### src/rtl/alarm_scheduler.sv
`default_nettype none
// ============================================================================
// Module   : alarm_scheduler
// Purpose  : Shares the buzzer and LED banks between the hourly chime and the
//            user alarm (with snooze/stop). All timing is driven by 1 Hz and
//            8 Hz tick-enable pulses, so the whole block runs on CP alone.
// Revision : 1.0 - initial release
// ============================================================================
module alarm_scheduler #(
  parameter int ALARM_SEC  = 60,
  parameter int SNOOZE_MIN = 5,
  parameter int MAX_SNOOZE = 3,
  parameter int CNT_W      = 12
) (
  input  logic       CP,
  input  logic       nCR,
  input  logic       tick1hz,
  input  logic       tick8hz,
  input  logic [4:0] HDATA,
  input  logic [7:0] MDATA,
  input  logic [5:0] HSET,
  input  logic [5:0] MSET,
  input  logic       alarm_en,
  input  logic       chime_en,
  input  logic       snooze,
  input  logic       stop,
  output logic       buzz,
  output logic [3:0] puncshow,
  output logic [3:0] alarmshow,
  output logic       busy,
  output logic [2:0] state_o
);

  localparam int SNZ_W = (MAX_SNOOZE < 1) ? 1 : $clog2(MAX_SNOOZE + 1);

  localparam logic [CNT_W-1:0] c_ALARM_LAST = CNT_W'(ALARM_SEC - 1);
  localparam logic [CNT_W-1:0] c_SNZ_LOAD   = CNT_W'(SNOOZE_MIN * 60);
  localparam logic [CNT_W-1:0] c_CNT_ONE    = CNT_W'(1);
  localparam logic [SNZ_W-1:0] c_MAX_SNZ    = SNZ_W'(MAX_SNOOZE);
  localparam logic [SNZ_W-1:0] c_SNZ_ONE    = SNZ_W'(1);

  typedef enum logic [2:0] {
    S_IDLE   = 3'd0,
    S_CH_ON  = 3'd1,
    S_CH_OFF = 3'd2,
    S_ALARM  = 3'd3,
    S_SNOOZE = 3'd4
  } state_t;

  state_t           r_state;
  logic [CNT_W-1:0] r_cnt;        // seconds up-count in ALARM, down-count in SNOOZE
  logic [4:0]       r_beep_cnt;
  logic             r_pend_chime;
  logic [SNZ_W-1:0] r_snooze_cnt;
  logic             r_blink;
  logic             r_buzz;
  logic [3:0]       r_puncshow;
  logic [3:0]       r_alarmshow;
  logic [4:0]       r_prev_h;
  logic [7:0]       r_prev_m;

  logic [5:0] w_mbin;
  logic       w_time_changed;
  logic       w_alarm_match;
  logic       w_alarm_req;
  logic       w_chime_req;
  logic [4:0] w_beeps;
  logic       w_alarm_stop;

  // Request detection: edges of the time value against last cycle's copy
  always_comb begin
    w_mbin         = 6'(MDATA[7:4]) * 6'd10 + 6'(MDATA[3:0]);
    w_time_changed = ({HDATA, MDATA} != {r_prev_h, r_prev_m});
    w_alarm_match  = ({1'b0, HDATA} == HSET) && (w_mbin == MSET);
    w_alarm_req    = alarm_en && w_alarm_match && w_time_changed;
    w_chime_req    = chime_en && (MDATA == 8'h00) && (r_prev_m != 8'h00);
    w_beeps        = (HDATA == 5'd0) ? 5'd24 : HDATA;
    // Anything that ends the ring outright; exhausted snoozes behave as stop
    w_alarm_stop   = !alarm_en || stop || (snooze && (r_snooze_cnt >= c_MAX_SNZ));
  end

  // Scheduler FSM with registered outputs
  always_ff @(posedge CP or negedge nCR) begin
    if (!nCR) begin
      r_state      <= S_IDLE;
      r_cnt        <= '0;
      r_beep_cnt   <= '0;
      r_pend_chime <= 1'b0;
      r_snooze_cnt <= '0;
      r_blink      <= 1'b0;
      r_buzz       <= 1'b0;
      r_puncshow   <= 4'h0;
      r_alarmshow  <= 4'h0;
      r_prev_h     <= '0;
      r_prev_m     <= '0;
    end else begin
      r_prev_h <= HDATA;
      r_prev_m <= MDATA;

      case (r_state)
        S_IDLE: begin
          if (w_alarm_req) begin
            // Alarm wins a same-cycle tie; the chime is parked
            r_state     <= S_ALARM;
            r_cnt       <= '0;
            r_blink     <= 1'b0;
            r_buzz      <= 1'b0;
            r_alarmshow <= 4'h0;
            r_puncshow  <= 4'h0;
            if (w_chime_req) r_pend_chime <= 1'b1;
          end else if (w_chime_req || r_pend_chime) begin
            r_state      <= S_CH_ON;
            r_beep_cnt   <= w_beeps;
            r_pend_chime <= 1'b0;
            r_buzz       <= 1'b1;
            r_puncshow   <= 4'hF;
          end
        end

        S_CH_ON: begin
          if (w_alarm_req) begin
            // Remaining beeps are dropped, not resumed
            r_state     <= S_ALARM;
            r_cnt       <= '0;
            r_blink     <= 1'b0;
            r_buzz      <= 1'b0;
            r_alarmshow <= 4'h0;
            r_puncshow  <= 4'h0;
            if (w_chime_req) r_pend_chime <= 1'b1;
          end else if (tick1hz) begin
            r_state    <= S_CH_OFF;
            r_beep_cnt <= r_beep_cnt - 5'd1;
            r_buzz     <= 1'b0;
            r_puncshow <= 4'h0;
          end
        end

        S_CH_OFF: begin
          if (w_alarm_req) begin
            r_state     <= S_ALARM;
            r_cnt       <= '0;
            r_blink     <= 1'b0;
            r_buzz      <= 1'b0;
            r_alarmshow <= 4'h0;
            r_puncshow  <= 4'h0;
            if (w_chime_req) r_pend_chime <= 1'b1;
          end else if (tick1hz) begin
            if (r_beep_cnt == 5'd0) begin
              r_state <= S_IDLE;
            end else begin
              r_state    <= S_CH_ON;
              r_buzz     <= 1'b1;
              r_puncshow <= 4'hF;
            end
          end
        end

        S_ALARM: begin
          if (w_chime_req) r_pend_chime <= 1'b1;
          if (w_alarm_stop) begin
            r_state      <= S_IDLE;
            r_snooze_cnt <= '0;
            r_cnt        <= '0;
            r_blink      <= 1'b0;
            r_buzz       <= 1'b0;
            r_alarmshow  <= 4'h0;
          end else if (snooze) begin
            r_state      <= S_SNOOZE;
            r_snooze_cnt <= r_snooze_cnt + c_SNZ_ONE;
            r_cnt        <= c_SNZ_LOAD;
            r_blink      <= 1'b0;
            r_buzz       <= 1'b0;
            r_alarmshow  <= 4'h0;
          end else begin
            if (tick8hz) begin
              r_blink     <= ~r_blink;
              r_buzz      <= ~r_blink;
              r_alarmshow <= {4{~r_blink}};
            end
            // Timeout is written last so it overrides a coincident blink toggle
            if (tick1hz) begin
              if (r_cnt == c_ALARM_LAST) begin
                r_state      <= S_IDLE;
                r_snooze_cnt <= '0;
                r_cnt        <= '0;
                r_blink      <= 1'b0;
                r_buzz       <= 1'b0;
                r_alarmshow  <= 4'h0;
              end else begin
                r_cnt <= r_cnt + c_CNT_ONE;
              end
            end
          end
        end

        S_SNOOZE: begin
          // A pending chime waits here; it only plays from IDLE
          if (w_chime_req) r_pend_chime <= 1'b1;
          if (stop || !alarm_en) begin
            r_state      <= S_IDLE;
            r_snooze_cnt <= '0;
            r_cnt        <= '0;
          end else if (tick1hz) begin
            if (r_cnt <= c_CNT_ONE) begin
              r_state <= S_ALARM;
              r_cnt   <= '0;
              r_blink <= 1'b0;
            end else begin
              r_cnt <= r_cnt - c_CNT_ONE;
            end
          end
        end

        default: begin
          r_state     <= S_IDLE;
          r_buzz      <= 1'b0;
          r_puncshow  <= 4'h0;
          r_alarmshow <= 4'h0;
        end
      endcase
    end
  end

  assign buzz      = r_buzz;
  assign puncshow  = r_puncshow;
  assign alarmshow = r_alarmshow;
  assign busy      = (r_state != S_IDLE);
  assign state_o   = r_state;

endmodule
`default_nettype wire

### config.mk
export PLATFORM = sky130hd
export DESIGN_NAME = alarm_scheduler
export DESIGN_NICKNAME = d
export VERILOG_FILES = /design/src/rtl/alarm_scheduler.sv
export SDC_FILE = /design/constraint.sdc
export NUM_CORES = 1
export LEC_CHECK = 0
export CORE_MARGIN = 2
export CORE_UTILIZATION = 31
export CTS_CLUSTER_DIAMETER = 150
export DETAILED_ROUTE_END_ITERATION = 8
export PLACE_DENSITY = 0.52
export SLEW_MARGIN = 20
export SYNTH_ARGS = -nofsm -noshare
export SYNTH_HDL_FRONTEND = slang
export SYNTH_SLANG_ARGS = --single-unit
export TNS_END_PERCENT = 1
### constraint.sdc
create_clock -name CP -period 2.55 [get_ports CP]
set_clock_uncertainty 0.15 [all_clocks]
set_input_delay 0.255 -clock CP [delete_from_list [all_inputs] [get_ports CP]]
set_output_delay 0.255 -clock CP [all_outputs]
set_load 0.02 [all_outputs]
==> flow_summary.json <==
{
  "synthFlopType": "dfrtp_1",
  "fin_crit_sh_pct": 100,
  "grtUsageTotal_pct": 16.9,
  "ioPinCount": 46,
  "crit_slowest_cell": "or4b_1",
  "synthSimpleGateAreaFrac_pct": 21.2,
  "ys_async_sr_fraction_pct": 100,
  "postSynthAreaPerCell_um2": 8.69,
  "final_common_cell": "buf_4",
  "synth_top_area_share_pct": 34.5,
  "clk_latency_ps": 300,
  "path_buf_inv": 1,
  "die_h_um": 104,
  "highest_layer": "met4",
  "end_kind": "register",
  "fillers": 975,
  "fin_ws_ps": -2.09,
  "hpwl_mm": 7.07,
  "layout_common_cells": "48 x buf_4, 43 x dfrtp_1, 37 x clkdlybuf4s50_1",
  "path_clk_slew_ps": 80,
  "drt-met1-wl_mm": 3.87,
  "synthMuxAreaShare_pct": 1.73,
  "post_route_cells_drive_above_1_share_pct": 20.4,
  "area_growth_pct": 36.0,
  "dr_wl_met2_mm": 4.37,
  "routabilityCongestion": 0.918,
  "finalSetupViolations": 1,
  "critical_path_required_ps": 2610,
  "clock-sinks": 43,
  "drt_iter0_drc": 102,
  "grt_max_degree": 44,
  "maxCapViolations": 0,
  "hold_violations": 0,
  "first_pass_iters": 4,
  "synth_cell_type_count": 60,
  "synth_top_area_cell": "dfrtp_1",
  "cp_common_cell": "ha_4",
  "antenna_found_initial": 0,
  "rsz0062_at_grt": "yes",
  "h-tree-depth": 2,
  "grt_pass1_wl_mm": 14.9,
  "initial_utilization_pct": 31.9,
  "synth_top_family_by_area": "compound AO/OA/AOI/OAI gates",
  "ant_nets": 0,
  "diodes": 0,
  "hold_class": "primary input to register",
  "cts_inserted_buffers": 5,
  "ys_warn_count": 0,
  "place.port_buffers": 45,
  "dr_wl_met3_um": 578,
  "cts_tree": "built",
  "first_global_vias": 2992,
  "ys_seq_area_share_pct": 34.5,
  "routedWlPerCell_um": 15.5,
  "synthCells": 359,
  "holdWs_ps": 51.7,
  "nNetsFinal": 491,
  "cp_max_fo": 7,
  "grt_overflow": 0,
  "synth_edf_count": 0,
  "die-area_um2": 10900,
  "slew_headroom_pct": 61.7,
  "crit_chain": "buf_8, ha_4, ha_4, and3_4, or3_4, a211oi_4, o221ai_4, or4b_1, a22oi_1",
  "timing.fmax_ghz": 0.392,
  "num_rows": 36,
  "vias": 3074,
  "crit_path_start_kind": "primary input",
  "vias_per_cell": 5.30,
  "dp_cells": 566,
  "synth_area_leaders": "dfrtp_1 35%, xnor2_1 5.1%, ha_1 4.4%, a21oi_1 4.3%, nand2_1 3.1%",
  "remaining_drc_errors": 0,
  "worst_slew_pin_slew_ps": 574,
  "synth_fa_ha_area_share_pct": 5.06,
  "worstPathArrival_ps": 2620,
  "cts.path.max_buffers": 2,
  "powerDensity_nw_per_um2": 774,
  "die_w_um": 104,
  "synthesis.area_um2": 3120,
  "synth_seq_cells": 43,
  "slew_viol_final": 0,
  "stdcell_count": 580,
  "drt-total-wl_mm": 9.00,
  "min_period_ps": 2550,
  "synthXorXnorAreaFrac_pct": 8.75,
  "ir_drop_uv": 354,
  "path_class": "primary input to register",
  "cp_top_family": "simple AND/OR/NAND/NOR gates",
  "slowest_delay_ps": 570,
  "core_area_um2": 9770,
  "clockRootBuffer": "clkbuf_8",
  "violations": "setup timing",
  "synth_compound_area_share_pct": 23.4,
  "synth_nets": 404,
  "total_leakage_power_nw": 1.75,
  "status": "complete, but fails checks"
}
## worst reg2reg max path: stages (launching register included)
cell,delay (ps)
dfrtp_1,380
xor2_1,200
nor4_1,400
nand4_1,200
o221ai_4,390
buf_6,160
o32ai_1,80
mux2_2,280
## cell families after synthesis
kind of cell / count (synthesis)
flops: 43
compound gates: 109
simple gates: 122
fa+ha+maj: 12
xor+xnor: 28
mux: 5
buf+inv: 40
## final cells by class
cell class	instances	area, µm²	share of cell area, %
Multi-Input combinational cell	276	1980	46.7
Sequential cell	43	1080	25.4
Timing Repair Buffer	98	852	20.1
Tap cell	133	166	3.92
Inverter	22	82.6	1.95
Clock buffer	6	72.6	1.71
Clock inverter	2	12.5	0.295
## sequential cells by signal, summed over array words and instances (netlist names)
signal        count
r_cnt            12
state_o           3
r_beep_cnt        5
r_snooze_cnt      2
r_prev_h          5
r_prev_m          8
alarmshow         4
r_pend_chime      1
r_blink           1
puncshow          1
buzz              1
## Yosys cell counts (all sizes together), types with 3 or more instances
master   n
dfrtp   43
a21oi   27
nand2   26
inv     22
o21ai   21
nand3   19
nor2    18
xnor2   18
a31oi   11
clkbuf  11
ha      11
nand4   10
nor3    10
nor4     8
xor2     8
buf      7
o22ai    7
o211ai   5
a21o     4
a22oi    4
and2     4
and3     4
nand2b   4
o21a     4
a211oi   3
a32oi    3
mux2     3
nand3b   3
o221ai   3
o31ai    3
or3      3
or4      3
## stage by stage
step	utilization, %	setup WS [ps]	cell area [µm²]	power, mW	setup TNS [ps]
after detailed placement	41.4	-714	4050	2.82	-16090
after floorplan	-	-40.6	3170	2.14	-40.6
after global routing	43.4	-9.32	4240	3.54	-9.32
final	43.4	-2.09	4240	3.28	-2.09
after global placement	41.4	-673	4050	2.81	-15130
after CTS	43.2	2.69	4220	3.30	0
## metal layers
layer,vias up,GRT usage [%]
met4,0,5.50
met3,18,3.95
li1,1505,-
met5,-,0
met2,102,28.7
met1,1449,21.0
## where the power goes
part	internal, mW	total, mW	switching [mW]
logic	0.868	1.84	0.970
clock network	0.192	0.435	0.243
registers	0.845	1.01	0.164
## worst paths after layout
kind,to,start,slack (ps),cells after the start
worst min-delay path,r_prev_m[1],MDATA[1],50,2
worst min register to register,alarmshow[1],alarmshow[1],340,1
max in group asynchronous,r_cnt[8],nCR,1440,3
min in group asynchronous,r_cnt[6],nCR,400,3
worst max-delay path,buzz,MDATA[4],-2,9
worst max register to register,state_o[0],r_prev_h[1],170,7
## what timing repair did
action                                 in CTS  in global routing
setup endpoints to repair                  27                 22
setup buffers                               4                  2
endpoints found under the hold margin      43                  0
resized for setup                          34                 10
pin swaps                                  16                 17
hold buffers                                1                  0
Power figures use the tool's default switching activity.
